**config.mk**
```make
export PLATFORM = sky130hd
export DESIGN_NAME = pixel_word_packer
export DESIGN_NICKNAME = d
export VERILOG_FILES = /design/src/rtl/pixel_word_packer_pkg.sv /design/src/rtl/pixel_word_packer.sv
export SDC_FILE = /design/constraint.sdc
export NUM_CORES = 1
export LEC_CHECK = 0
export BUFFER_PORTS_ARGS = -buffer_cell sky130_fd_sc_hd__buf_2
export CAP_MARGIN = 30
export CORE_ASPECT_RATIO = 0.5
export CORE_UTILIZATION = 52
export CTS_BUF_LIST = sky130_fd_sc_hd__clkbuf_8
export DETAILED_ROUTE_END_ITERATION = 8
export GPL_ROUTABILITY_DRIVEN = 0
export PLACE_DENSITY = 0.79
export SYNTH_ARGS = -nofsm -noshare
export SYNTH_HDL_FRONTEND = slang
export SYNTH_SLANG_ARGS = --single-unit
```
**constraint.sdc**
```tcl
create_clock -name aclk -period 1.95 [get_ports aclk]
set_input_delay 0.2925 -clock aclk [delete_from_list [all_inputs] [get_ports aclk]]
set_output_delay 0.2925 -clock aclk [all_outputs]
set_load 0.02 [all_outputs]
```
**src/rtl/pixel_word_packer_pkg.sv**
```systemverilog
`default_nettype none
// ============================================================================
// Module      : pixel_word_packer_pkg
// Description : Shared pixel-stream definitions for the ray-marcher pixel path.
//               Phase encodings of the 4-pixel / 3-word packing group, stream
//               widths and line geometry (also used by the coordinate
//               generator).
// Revision    : 1.0  initial release
// ============================================================================
package pixel_word_packer_pkg;

  // Stream widths
  localparam int PIX_W  = 24;
  localparam int WORD_W = 32;

  // Line geometry of the ray-marcher output
  localparam int LINE_W  = 640;
  localparam int FRAME_H = 480;

  // Position of the next incoming pixel inside a 4-pixel packing group
  localparam logic [1:0] P0 = 2'd0;
  localparam logic [1:0] P1 = 2'd1;
  localparam logic [1:0] P2 = 2'd2;
  localparam logic [1:0] P3 = 2'd3;

  // Run/flush flag: FLUSH means a residue word must still be emitted
  localparam logic RUN   = 1'b0;
  localparam logic FLUSH = 1'b1;

  typedef logic [PIX_W-1:0]  pixel_t;
  typedef logic [WORD_W-1:0] word_t;

endpackage : pixel_word_packer_pkg
`default_nettype wire

```
**src/rtl/pixel_word_packer.sv**
```systemverilog
`default_nettype none
// ============================================================================
// Module      : pixel_word_packer
// Description : Packs a 24-bit RGB pixel stream (one pixel per handshake) into
//               32-bit AXI4-Stream words, 4 pixels -> 3 words, little-endian
//               byte order. sof maps to tuser, eol to tlast; a line ending
//               mid-group is closed with a PAD_BYTE-filled word.
// Revision    : 1.0  initial release
// ----------------------------------------------------------------------------
// Ports
//   aclk               in   1   stream clock, rising edge
//   aresetn            in   1   asynchronous active-low reset
//   r, g, b            in   8   pixel colour, pixel = {r,g,b}
//   valid              in   1   pixel valid
//   sof                in   1   first pixel of frame (qualified by valid)
//   eol                in   1   last pixel of line (qualified by valid)
//   in_stream_ready    out  1   pixel accepted when valid && in_stream_ready
//   out_stream_tdata   out  32  packed word
//   out_stream_tkeep   out  4   constant 4'hF
//   out_stream_tlast   out  1   last word of line
//   out_stream_tuser   out  1   first word of frame
//   out_stream_tvalid  out  1   AXIS valid
//   out_stream_tready  in   1   AXIS ready
// ============================================================================
module pixel_word_packer
  import pixel_word_packer_pkg::*;
#(
  parameter logic [7:0] PAD_BYTE = 8'h00
) (
  input  logic              aclk,
  input  logic              aresetn,
  input  logic [7:0]        r,
  input  logic [7:0]        g,
  input  logic [7:0]        b,
  input  logic              valid,
  input  logic              sof,
  input  logic              eol,
  output logic              in_stream_ready,
  output logic [WORD_W-1:0] out_stream_tdata,
  output logic [3:0]        out_stream_tkeep,
  output logic              out_stream_tlast,
  output logic              out_stream_tuser,
  output logic              out_stream_tvalid,
  input  logic              out_stream_tready
);

  // Group phase / flush state
  logic [1:0]  phase_q, phase_d;
  logic        flush_q, flush_d;
  // Up to three bytes carried between pixels of a group (LSB-aligned)
  logic [23:0] residue_q, residue_d;
  logic        sof_pend_q, sof_pend_d;

  // Output register
  word_t       tdata_q, tdata_d;
  logic        tlast_q, tlast_d;
  logic        tuser_q, tuser_d;
  logic        tvalid_q, tvalid_d;

  pixel_t      pix;
  logic        obuf_free;
  logic        accept;
  logic        sof_now;
  logic        load;
  word_t       ld_data;
  logic        ld_last;
  logic        ld_user;

  assign pix       = {r, g, b};
  assign obuf_free = !tvalid_q || out_stream_tready;
  // A P0 pixel without eol only fills the residue, so it never needs obuf.
  assign in_stream_ready = aresetn && (flush_q == RUN) &&
                           (((phase_q == P0) && !eol) || obuf_free);
  assign accept    = valid && in_stream_ready;
  assign sof_now   = sof_pend_q || sof;

  always_comb begin
    phase_d    = phase_q;
    flush_d    = flush_q;
    residue_d  = residue_q;
    sof_pend_d = sof_pend_q;
    load       = 1'b0;
    ld_data    = '0;
    ld_last    = 1'b0;
    ld_user    = 1'b0;

    if (flush_q == FLUSH) begin
      // phase_q is P2 when two residue bytes remain, P3 when one remains.
      if (obuf_free) begin
        load       = 1'b1;
        ld_last    = 1'b1;
        ld_user    = sof_pend_q;
        sof_pend_d = 1'b0;
        flush_d    = RUN;
        phase_d    = P0;
        residue_d  = '0;
        if (phase_q == P2) begin
          ld_data = {PAD_BYTE, PAD_BYTE, residue_q[15:0]};
        end else begin
          ld_data = {PAD_BYTE, PAD_BYTE, PAD_BYTE, residue_q[7:0]};
        end
      end
    end else if (accept) begin
      case (phase_q)
        P0: begin
          if (eol) begin
            load       = 1'b1;
            ld_data    = {PAD_BYTE, pix};
            ld_last    = 1'b1;
            ld_user    = sof_now;
            sof_pend_d = 1'b0;
          end else begin
            residue_d  = pix;
            sof_pend_d = sof_now;
            phase_d    = P1;
          end
        end
        P1: begin
          load       = 1'b1;
          ld_data    = {pix[7:0], residue_q};
          ld_user    = sof_now;
          sof_pend_d = 1'b0;
          residue_d  = {8'h00, pix[23:8]};
          phase_d    = P2;
          flush_d    = eol ? FLUSH : RUN;
        end
        P2: begin
          load       = 1'b1;
          ld_data    = {pix[15:0], residue_q[15:0]};
          ld_user    = sof_now;
          sof_pend_d = 1'b0;
          residue_d  = {16'h0000, pix[23:16]};
          phase_d    = P3;
          flush_d    = eol ? FLUSH : RUN;
        end
        default: begin
          load       = 1'b1;
          ld_data    = {pix, residue_q[7:0]};
          ld_last    = eol;
          ld_user    = sof_now;
          sof_pend_d = 1'b0;
          residue_d  = '0;
          phase_d    = P0;
        end
      endcase
    end
  end

  // Output register: loads when free, otherwise holds while stalled.
  always_comb begin
    tdata_d  = tdata_q;
    tlast_d  = tlast_q;
    tuser_d  = tuser_q;
    tvalid_d = tvalid_q;
    if (load) begin
      tdata_d  = ld_data;
      tlast_d  = ld_last;
      tuser_d  = ld_user;
      tvalid_d = 1'b1;
    end else if (tvalid_q && out_stream_tready) begin
      tvalid_d = 1'b0;
    end
  end

  always_ff @(posedge aclk or negedge aresetn) begin
    if (!aresetn) begin
      phase_q    <= P0;
      flush_q    <= RUN;
      residue_q  <= '0;
      sof_pend_q <= 1'b0;
      tdata_q    <= '0;
      tlast_q    <= 1'b0;
      tuser_q    <= 1'b0;
      tvalid_q   <= 1'b0;
    end else begin
      phase_q    <= phase_d;
      flush_q    <= flush_d;
      residue_q  <= residue_d;
      sof_pend_q <= sof_pend_d;
      tdata_q    <= tdata_d;
      tlast_q    <= tlast_d;
      tuser_q    <= tuser_d;
      tvalid_q   <= tvalid_d;
    end
  end

  assign out_stream_tdata  = tdata_q;
  assign out_stream_tkeep  = 4'hF;
  assign out_stream_tlast  = tlast_q;
  assign out_stream_tuser  = tuser_q;
  assign out_stream_tvalid = tvalid_q;

endmodule : pixel_word_packer
`default_nettype wire

```
; ---- Word-level counts from Yosys, hierarchy flattened
; Index checks and enable logic that the tools add are counted.
[op_classes]
eq_ne = 4
mux = 40
bitwise = 1
n_reduce_logical = 16
[op_table]
columns = cell, count
row1 = 24-bit 2-to-1 mux, 5
row2 = 32-bit case mux with 3 select lines, 1
row3 = 24-bit case mux with 3 select lines, 1
row4 = 32-bit 2-to-1 mux, 2
row5 = 16-bit 2-to-1 mux, 2
row6 = 1-bit 2-to-1 mux, 23
row7 = 2-bit 2-to-1 mux, 4
row8 = 2-bit case mux with 3 select lines, 1
row9 = 1-bit logical AND, 5
row10 = 2-bit nonzero test, 2
row11 = 1-bit logical OR, 3
row12 = "3-bit != test, second input constant", 1
row13 = 3-bit AND reduction, 1
row14 = "2-bit by 1-bit == test with 1-bit output, second input constant", 1
row15 = "2-bit == test, second input constant", 1
row16 = 1-bit logical NOT, 2
row17 = 2-bit logical NOT, 1
row18 = "2-bit by 1-bit != test with 1-bit output, second input constant", 1
row19 = 1-bit case mux with 2 select lines, 1
row20 = 2-bit AND reduction, 1
row21 = 2-bit OR reduction, 1
row22 = 1-bit NOT, 1
[totals]
register_bits = 63
input_bits = 30
out_inout_bits = 40
word_cells = 69

; ---- Logic depth before layout (Yosys ltp)
; Gate-level depths: netlist of run 1.
[logic_depth]
word_depth = 8
depth_mapped = 8
depth_no_buf = 6

; ---- Worst setup path before layout of run 1
; No wires, ideal clock.
[synth_timing]
path_type = register -> register
start = register phase_q[0]
end = register tdata_q[6] (netlist: out_stream_tdata[6])
setup_time_ns = 0.126
arrival_time_ns = 1.709
t_required_ns = 1.824
path_slack_ns = 0.115
stages_incl_launch_ff = 9
n_path_buf = 2
synth_period_minus_slack_ns = 1.835
cell_sequence = dfrtp_1 -> inv_1 -> ha_1 -> buf_6 -> or3_4 -> buf_6 -> a31oi_1 -> nor2_1 -> a221o_1
[synth_via]
elab_chain_cells = 7
elab_cells_between_ends = 13
classes_between = eq/ne: 2 / mux: 6 / reduce/logical: 5
[synth_lines]
columns = item, line_no
row1 = from (decl), pixel_word_packer.sv:48  ; logic [1:0] phase_q, phase_d;
row2 = from (signal assigned), pixel_word_packer.sv:176  ; phase_q <= phase_d;
row3 = 2-bit logical NOT, "pixel_word_packer.sv:73, pixel_word_packer.sv:104"
row4 = 1-bit logical AND, pixel_word_packer.sv:73  ; (((phase_q == P0) && !eol) || obuf_free);
row5 = 1-bit logical OR, pixel_word_packer.sv:73
row6 = 1-bit logical AND, pixel_word_packer.sv:72  ; assign in_stream_ready = aresetn && (flush_q == RUN) &&
row7 = 1-bit logical AND, pixel_word_packer.sv:74  ; assign accept = valid && in_stream_ready;
row8 = 32-bit 2-to-1 mux / 1-bit 2-to-1 mux (equally long branches), pixel_word_packer.sv:103  ; end else if (accept) begin
row9 = 32-bit 2-to-1 mux / 1-bit 2-to-1 mux (equally long branches), pixel_word_packer.sv:87  ; if (flush_q == FLUSH) begin
row10 = to (signal assigned), pixel_word_packer.sv:180  ; tdata_q <= tdata_d;
row11 = to (decl), pixel_word_packer.sv:55  ; word_t tdata_q, tdata_d;
; Several ways; a longest one is shown, not always the timed one.
; A chain may end at the register's enable or synchronous reset.

; ---- Worst setup path after layout of run 1
[layout_timing]
start = register phase_q[0]
end = output in_stream_ready
[layout_via]
elab_chain_cells = 4
[layout_lines]
columns = item, line_no
row1 = 2-bit logical NOT, pixel_word_packer.sv:73
row2 = 1-bit logical AND, pixel_word_packer.sv:73
row3 = 1-bit logical OR, pixel_word_packer.sv:73
row4 = 1-bit logical AND, pixel_word_packer.sv:72
row5 = to (decl), pixel_word_packer.sv:38  ; output logic in_stream_ready,
; No other way between the ends.

==> results of run 1 <==
worst paths after layout:
check                                     start                    to  cells after the start
max                                  phase_q[0]       in_stream_ready                      5
min                                     aresetn         residue_q[16]                      2
max reg2reg                          phase_q[0]   out_stream_tdata[6]                      6
min reg2reg                out_stream_tdata[16]  out_stream_tdata[16]                      1
max in group asynchronous               aresetn   out_stream_tdata[0]                      3
min in group aclk                           sof            sof_pend_q                      2
metrics by stage:
stage	hold WS [ns]	instance area, um2	power, mW	util, %
3_3_place_gp	0.3286	3936	5.564	62.17
5_1_grt	0.1768	4150	7.303	65.55
4_1_cts	0.1349	4141	6.798	65.42
6_report	0.1138	4150	6.849	65.55
3_5_place_dp	0.3388	3936	5.673	62.17
2_1_floorplan	-0.003091	3575	4.785	-
timing repair:
item	CTS	global route
hold buffers	1	0
pin swaps	0	0
hold endpoints to repair	15	0
gates resized for setup	2	5
setup buffers	0	0
setup endpoints to repair	1	4
state kept, by name (all words and copies together) (netlist names):
signal             flops
flush_q                1
out_stream_tdata      32
out_stream_tlast       1
out_stream_tuser       1
out_stream_tvalid      1
phase_q                2
residue_q             24
sof_pend_q             1
layout make-up:
cell class,count,area [um2],share of cell area [%]
Clock buffer,13,178.9,4.311
Clock inverter,1,3.754,0.09044
Inverter,13,48.80,1.176
Multi-Input combinational cell,244,1742,41.97
Sequential cell,63,1577,37.99
Tap cell,88,110.1,2.653
Timing Repair Buffer,83,490.5,11.82
per-layer routing:
metal / track usage, % / up-vias
li1: - / 1452
met5: 0 / -
met4: 8.499 / 0
met2: 41.11 / 195
met3: 10.34 / 22
met1: 40.69 / 1528
cells by family (layout without fill, tap and decap cells):
logic type | after synthesis | after routing | synth area share (%)
buf+inv | 53 | 110 | 7.725
other cells | 1 | 4 | 0.1052
simple gates | 76 | 76 | 10.64
flops | 63 | 63 | 44.24
fa+ha+maj | 4 | 4 | 1.405
compound gates | 134 | 134 | 28.02
mux | 26 | 26 | 7.865
power groups by stage:
stage | clock (mW) | combinational [mW] | sequential [mW]
4_1_cts | 1.08 | 3.54 | 2.17
5_1_grt | 1.15 | 3.91 | 2.24
6_report | 1.06 | 3.60 | 2.19
3_3_place_gp | 0 | 3.39 | 2.17
2_1_floorplan | 0 | 2.29 | 2.50
3_5_place_dp | 0 | 3.48 | 2.19
placed cells by master, fill, tap and decap left out, drive strengths merged, types with 2 or more instances in the layout:
| cell type | count |
|---|---|
| inv | 14 |
| nand2 | 28 |
| and2 | 4 |
| conb | 4 |
| dfrtp | 63 |
| ha | 4 |
| a221o | 10 |
| mux2 | 16 |
| o21bai | 2 |
| mux2i | 10 |
| a211oi | 2 |
| buf | 82 |
| a22o | 14 |
| a21oi | 29 |
| nor2b | 4 |
| clkbuf | 13 |
| nor3 | 2 |
| a31oi | 9 |
| nand2b | 11 |
| and3 | 3 |
| a22oi | 22 |
| nor2 | 19 |
| o2bb2ai | 8 |
| o21ai | 17 |
| a222oi | 16 |
worst reg2reg max path, cell delays in order (launching register included):
cell,delay (ns)
dfrtp_1,0.40
inv_2,0.08
ha_1,0.25
or3_4,0.42
a31oi_1,0.18
nor2_1,0.09
a221o_1,0.30
==> qor.yml, run 1 <==
ios: 70
crit_family: "flip-flops"
peakVddDrop_uv: 693.6
cap_violations: 0
netlist_area_mm2: 0.003563
grt_max_degree: 49
status: "finished, final reports clean"
min_period_ns: 1.860
routed_wl_um: 9696
ys_ff_latch: 63
fin_ws_ns: 0.09028
synth_top_area_cell: "dfrtp_1"
tns_ns: 0
ys_top_cells_by_area: "dfrtp_1 (44%), a22oi_1 (4.6%), a222oi_1 (4.5%), mux2_2 (4.1%), a21oi_1 (3.9%)"
syn_inst: 357
worstPathMaxFanout: 5
die_w_um: 119.1
antenna_left: 0
wl_met2_um: 4032
dieArea_mm2: 0.007208
drt-met1-wl_um: 4451
grt-ovfl-total: 0
cts_sinks: 63
yosysTopAreaCellShare_pct: 44.24
dr_wl_met3_um: 1027
arrival_ns: 1.57
yosys_warnings: 0
clock_skew_ns: 0.007458
hold_class: "in2async"
fillers: 516
ys.flop_type: "dfrtp_1"
ys_types: 46
io_buffers: 65
min_period_over_period_pct: 95.37
synthArstFlopShare_pct: 100.0
critPathKind: "reg2out"
numCtsBuffers: 9
routed.top_layer: "met4"
cts_buffer_depth: 2
area_delta_synth_final_pct: 16.47
crit_required_ns: 1.66
rrSetupSlack_ns: 0.11
grt_first_pass_wirelength_um: 15300
critPathLaunchType: "register"
wire_per_inst_um: 19.20
hold_viol: 0
insertion_delay_ns: 0.36
comb_power_share_pct: 52.5
synth_commonest_cells: "dfrtp_1 (63), a21oi_1 (28), nand2_1 (27), a22oi_1 (22), nor2_1 (19)"
diodes: 0
drc: 0
setup_viol_count_final: 0
powerDensity_mw_per_mm2: 1650
final_cells: 505
dp_slack_ns: 0.06652
setup.worst_path.end_class: "output port"
leakage_nw: 1.945
ctsHtreeMaxLevel: 3
cts.clk_slew.worst_paths_ns: 0.06
clockRootBuffer: "clkbuf_8"
cts_tree: "built"
std_cell_rows: 20
critPathBufInv: 2
clkPwrFrac_pct: 15.5
syn_area_per_cell_um2: 9.982
post-synth-top-count-cell: "dfrtp_1"
antenna_found_initial: 0
path_cells: "inv_2, ha_4, nand2b_2, a211oi_2, buf_4"
p_switching_mw: 2.923
initial_core_util_pct: 56.28
crit_slowest_cell: "dfrtp_1"
dp_hpwl_um: 6886
layout-drive-gt1-share_pct: 29.26
die_y_um: 60.54
worst_pin_slew_ns: 0.7328
drv_slew: 0
grt_pass1_vias: 2920
vias: 3197
max_freq_ghz: 0.5377
internal-power_mw: 3.925
nets: 448
dpl.cell_count: 490
power.share.switching_pct: 42.69
drt-pass1-iter-count: 6
yosysSeqAreaShare_pct: 44.24
track_usage_pct: 28.61
vias_per_cell: 6.331
synth_edf_count: 0
drt_iter0_drc: 486
critical-path-max-stage-delay_ns: 0.42
coreArea_mm2: 0.006331
seqPwrFrac_pct: 32.0
rsz0062_at_grt: "no"
slew_headroom_pct: 50.98
Note: power is estimated with default switching activity, not from simulation.
==> run 2, diff against run 1 <==
--- a/config.mk
+++ b/config.mk
@@ -8,11 +8,11 @@
 export BUFFER_PORTS_ARGS = -buffer_cell sky130_fd_sc_hd__buf_2
 export CAP_MARGIN = 30
 export CORE_ASPECT_RATIO = 0.5
-export CORE_UTILIZATION = 52
+export CORE_UTILIZATION = 50
 export CTS_BUF_LIST = sky130_fd_sc_hd__clkbuf_8
 export DETAILED_ROUTE_END_ITERATION = 8
 export GPL_ROUTABILITY_DRIVEN = 0
-export PLACE_DENSITY = 0.79
+export PLACE_DENSITY = 0.73
 export SYNTH_ARGS = -nofsm -noshare
 export SYNTH_HDL_FRONTEND = slang
 export SYNTH_SLANG_ARGS = --single-unit
==> constraint.sdc (replaced) <==
create_clock -name aclk -period 2.1 [get_ports aclk]
set_input_delay 0.315 -clock aclk [delete_from_list [all_inputs] [get_ports aclk]]
set_output_delay 0.315 -clock aclk [all_outputs]
set_load 0.02 [all_outputs]
==> qor.yml, run 2 (synthesis results as in run 1) <==
status: "finished, final reports clean"  # unchanged
routed_wl_um: 9967  # was 9696 um
crit_slowest_cell: "ha_1"  # was dfrtp_1
tns_ns: 0  # unchanged
antenna_found_initial: 0  # unchanged
whs_ns: 0.2249  # was 0.1138 ns
crit_required_ns: 2.34  # was 1.66 ns
ctsHtreeMaxLevel: 3  # unchanged
seq_area_mm2: 0.001577  # unchanged
largest_register_ff_count: 32  # unchanged
r2r_end: "residue_q[7]"  # was out_stream_tdata[6]
drc: 0  # unchanged
dieArea_mm2: 0.007489  # was 0.007208 mm2
grt-ovfl-total: 0  # unchanged
diodes: 0  # unchanged
cts_tree: "built"  # unchanged
worstPathMaxFanout: 26  # was 5
min_period_over_period_pct: 95.15
p_switching_mw: 2.774  # was 2.923 mW
fillers: 585  # was 516
vias_per_cell: 6.340  # was 6.331
io_buffers: 65  # unchanged
area_delta_synth_final_pct: 16.54  # was 16.47%
internal-power_mw: 3.733  # was 3.925 mW
grt_max_degree: 57  # was 49
numCtsBuffers: 9  # unchanged
rsz0062_at_grt: "no"  # unchanged
nets: 447  # was 448
clkPwrFrac_pct: 17.6  # was 15.5%
hold_start: "sof"
layout-drive-gt1-share_pct: 29.02  # was 29.26%
dp_hpwl_um: 6956  # was 6886 um
comb_power_share_pct: 51.2  # was 52.5%
coreArea_mm2: 0.006779  # was 0.006331 mm2
power.share.switching_pct: 42.64  # was 42.69%
cts_buffer_depth: 2  # unchanged
vias: 3227  # was 3197
post_dp_cell_area_mm2: 0.003921  # was 0.003936 mm2
wire_per_inst_um: 19.58  # was 19.20 um
grt_first_pass_wirelength_um: 15710  # was 15300 um
postCtsSetupBuffers: 0  # unchanged
final_common_cell: "buf_2"  # unchanged
insertion_delay_ns: 0.35  # was 0.36 ns
ios: 70  # unchanged
std_cell_rows: 21  # was 20
powerDensity_mw_per_mm2: 1567  # was 1650 mW/mm2
hold_class: "in2reg"  # was in2async
drt_iter0_drc: 577  # was 486
hold_viol: 0  # unchanged
peakVddDrop_uv: 666.7  # was 693.6 uV
grt_pass1_vias: 3039  # was 2920
worst_pin_slew_ns: 0.7197  # was 0.7328 ns
critPathLaunchType: "register"  # unchanged
antenna_left: 0  # unchanged
arrival_ns: 2.24  # was 1.57 ns
min_period_ns: 1.998
path_cells: "ha_1, buf_4, or2_2, nor2_1, mux2_2"  # was inv_2, ha_4, nand2b_2, a211oi_2, buf_4
seqPwrFrac_pct: 31.2  # was 32.0%
setup_viol_count_final: 0  # unchanged
most-common-layout-cells: "buf_2 (65), dfrtp_1 (63), a21oi_1 (28)"  # was buf_2 (64), dfrtp_1 (63), a21oi_1 (28)
slew_headroom_pct: 52.02  # was 50.98%
setup.worst_path.end_class: "register"  # was output port
leakage_nw: 1.945  # about the same
max_freq_ghz: 0.5005
initial_core_util_pct: 52.57  # was 56.28%
cts_sinks: 63  # unchanged
critPathKind: "reg2reg"  # was reg2out
dpl.cell_count: 493  # was 490
track_usage_pct: 28.31  # was 28.61%
critical-path-max-stage-delay_ns: 0.42  # about the same
cts.clk_slew.worst_paths_ns: 0.07  # was 0.06 ns
r2r_start: "phase_q[0]"  # unchanged
final_cell_area_mm2: 0.004153  # was 0.004150 mm2
holdPathStages: 2
drv_slew: 0  # unchanged
r2r_cells: 5  # was 6
min_to: "sof_pend_q"
clockRootBuffer: "clkbuf_8"  # unchanged
rrSetupSlack_ns: 0.10  # was 0.11 ns
multiInputGateArea_mm2: 0.001728  # was 0.001742 mm2
die_y_um: 61.70  # was 60.54 um
cap_violations: 0  # unchanged
die_w_um: 121.4  # was 119.1 um
drt-pass1-iter-count: 7  # was 6
clock_skew_ns: 0.01247  # was 0.007458 ns
final_cells: 509  # was 505
==> run 2: metrics by stage <==
stage               power, mW  setup slack, ns  utilization (%)
global placement        5.167           0.2426            57.84
detailed placement      5.279           0.1527            57.84
CTS                     6.454          0.07810            61.18
finish                  6.507           0.1018            61.26
floorplan               4.443           0.2650                -
global route            6.906          0.02076            61.26
==> run 2: worst max path at each step <==
stage / depth (start not counted) / slack [ns] / from / endpoint
3_5_place_dp: 5 / 0.15 / phase_q[0] / residue_q[1]
5_1_grt: 5 / 0.02 / phase_q[1] / in_stream_ready
6_report: 5 / 0.10 / phase_q[0] / residue_q[7]
2_1_floorplan: 8 / 0.26 / phase_q[0] / out_stream_tdata[6]
4_1_cts: 5 / 0.08 / phase_q[0] / in_stream_ready
3_3_place_gp: 5 / 0.24 / phase_q[0] / residue_q[7]
==> run 2: worst max-delay path: cells and delay by family (launching register included) <==
family,cells,cell delay (ns)
buf+inv,1,0.34
flops,1,0.38
mux,1,0.27
simple gates,2,0.47
fa+ha+maj,1,0.42
==> run 2: power by group through the flow <==
| stage | Combinational (mW) | Clock (mW) | Sequential [mW] |
|---|---|---|---|
| floorplan | 2.13 | 0 | 2.32 |
| finish | 3.33 | 1.14 | 2.03 |
| detailed placement | 3.25 | 0 | 2.03 |
| global route | 3.62 | 1.21 | 2.08 |
| global placement | 3.16 | 0 | 2.01 |
| CTS | 3.28 | 1.15 | 2.02 |
==> run 2: cell type report <==
| type | count | share of cell area [%] |
|---|---|---|
| tap | 92 | 2.772 |
| clock inverter | 2 | 0.9039 |
| inverter | 13 | 1.175 |
| multi-input combinational | 244 | 41.61 |
| sequential | 63 | 37.96 |
| timing repair buffer | 82 | 11.27 |
| clock buffer | 13 | 4.309 |
==> run 2: metal layers <==
layer	GRT usage (%)	vias up	wire [um]
li1	-	1444	-
met1	39.23	1576	4289
met2	43.02	188	4373
met3	8.212	19	1164
met4	10.23	0	141
met5	0	-	0
==> run 2: repair_timing <==
action,in CTS,in global routing
gates resized for setup,0,3
hold buffers,1,0
setup endpoints to repair,0,6
endpoints found under the hold margin,7,0
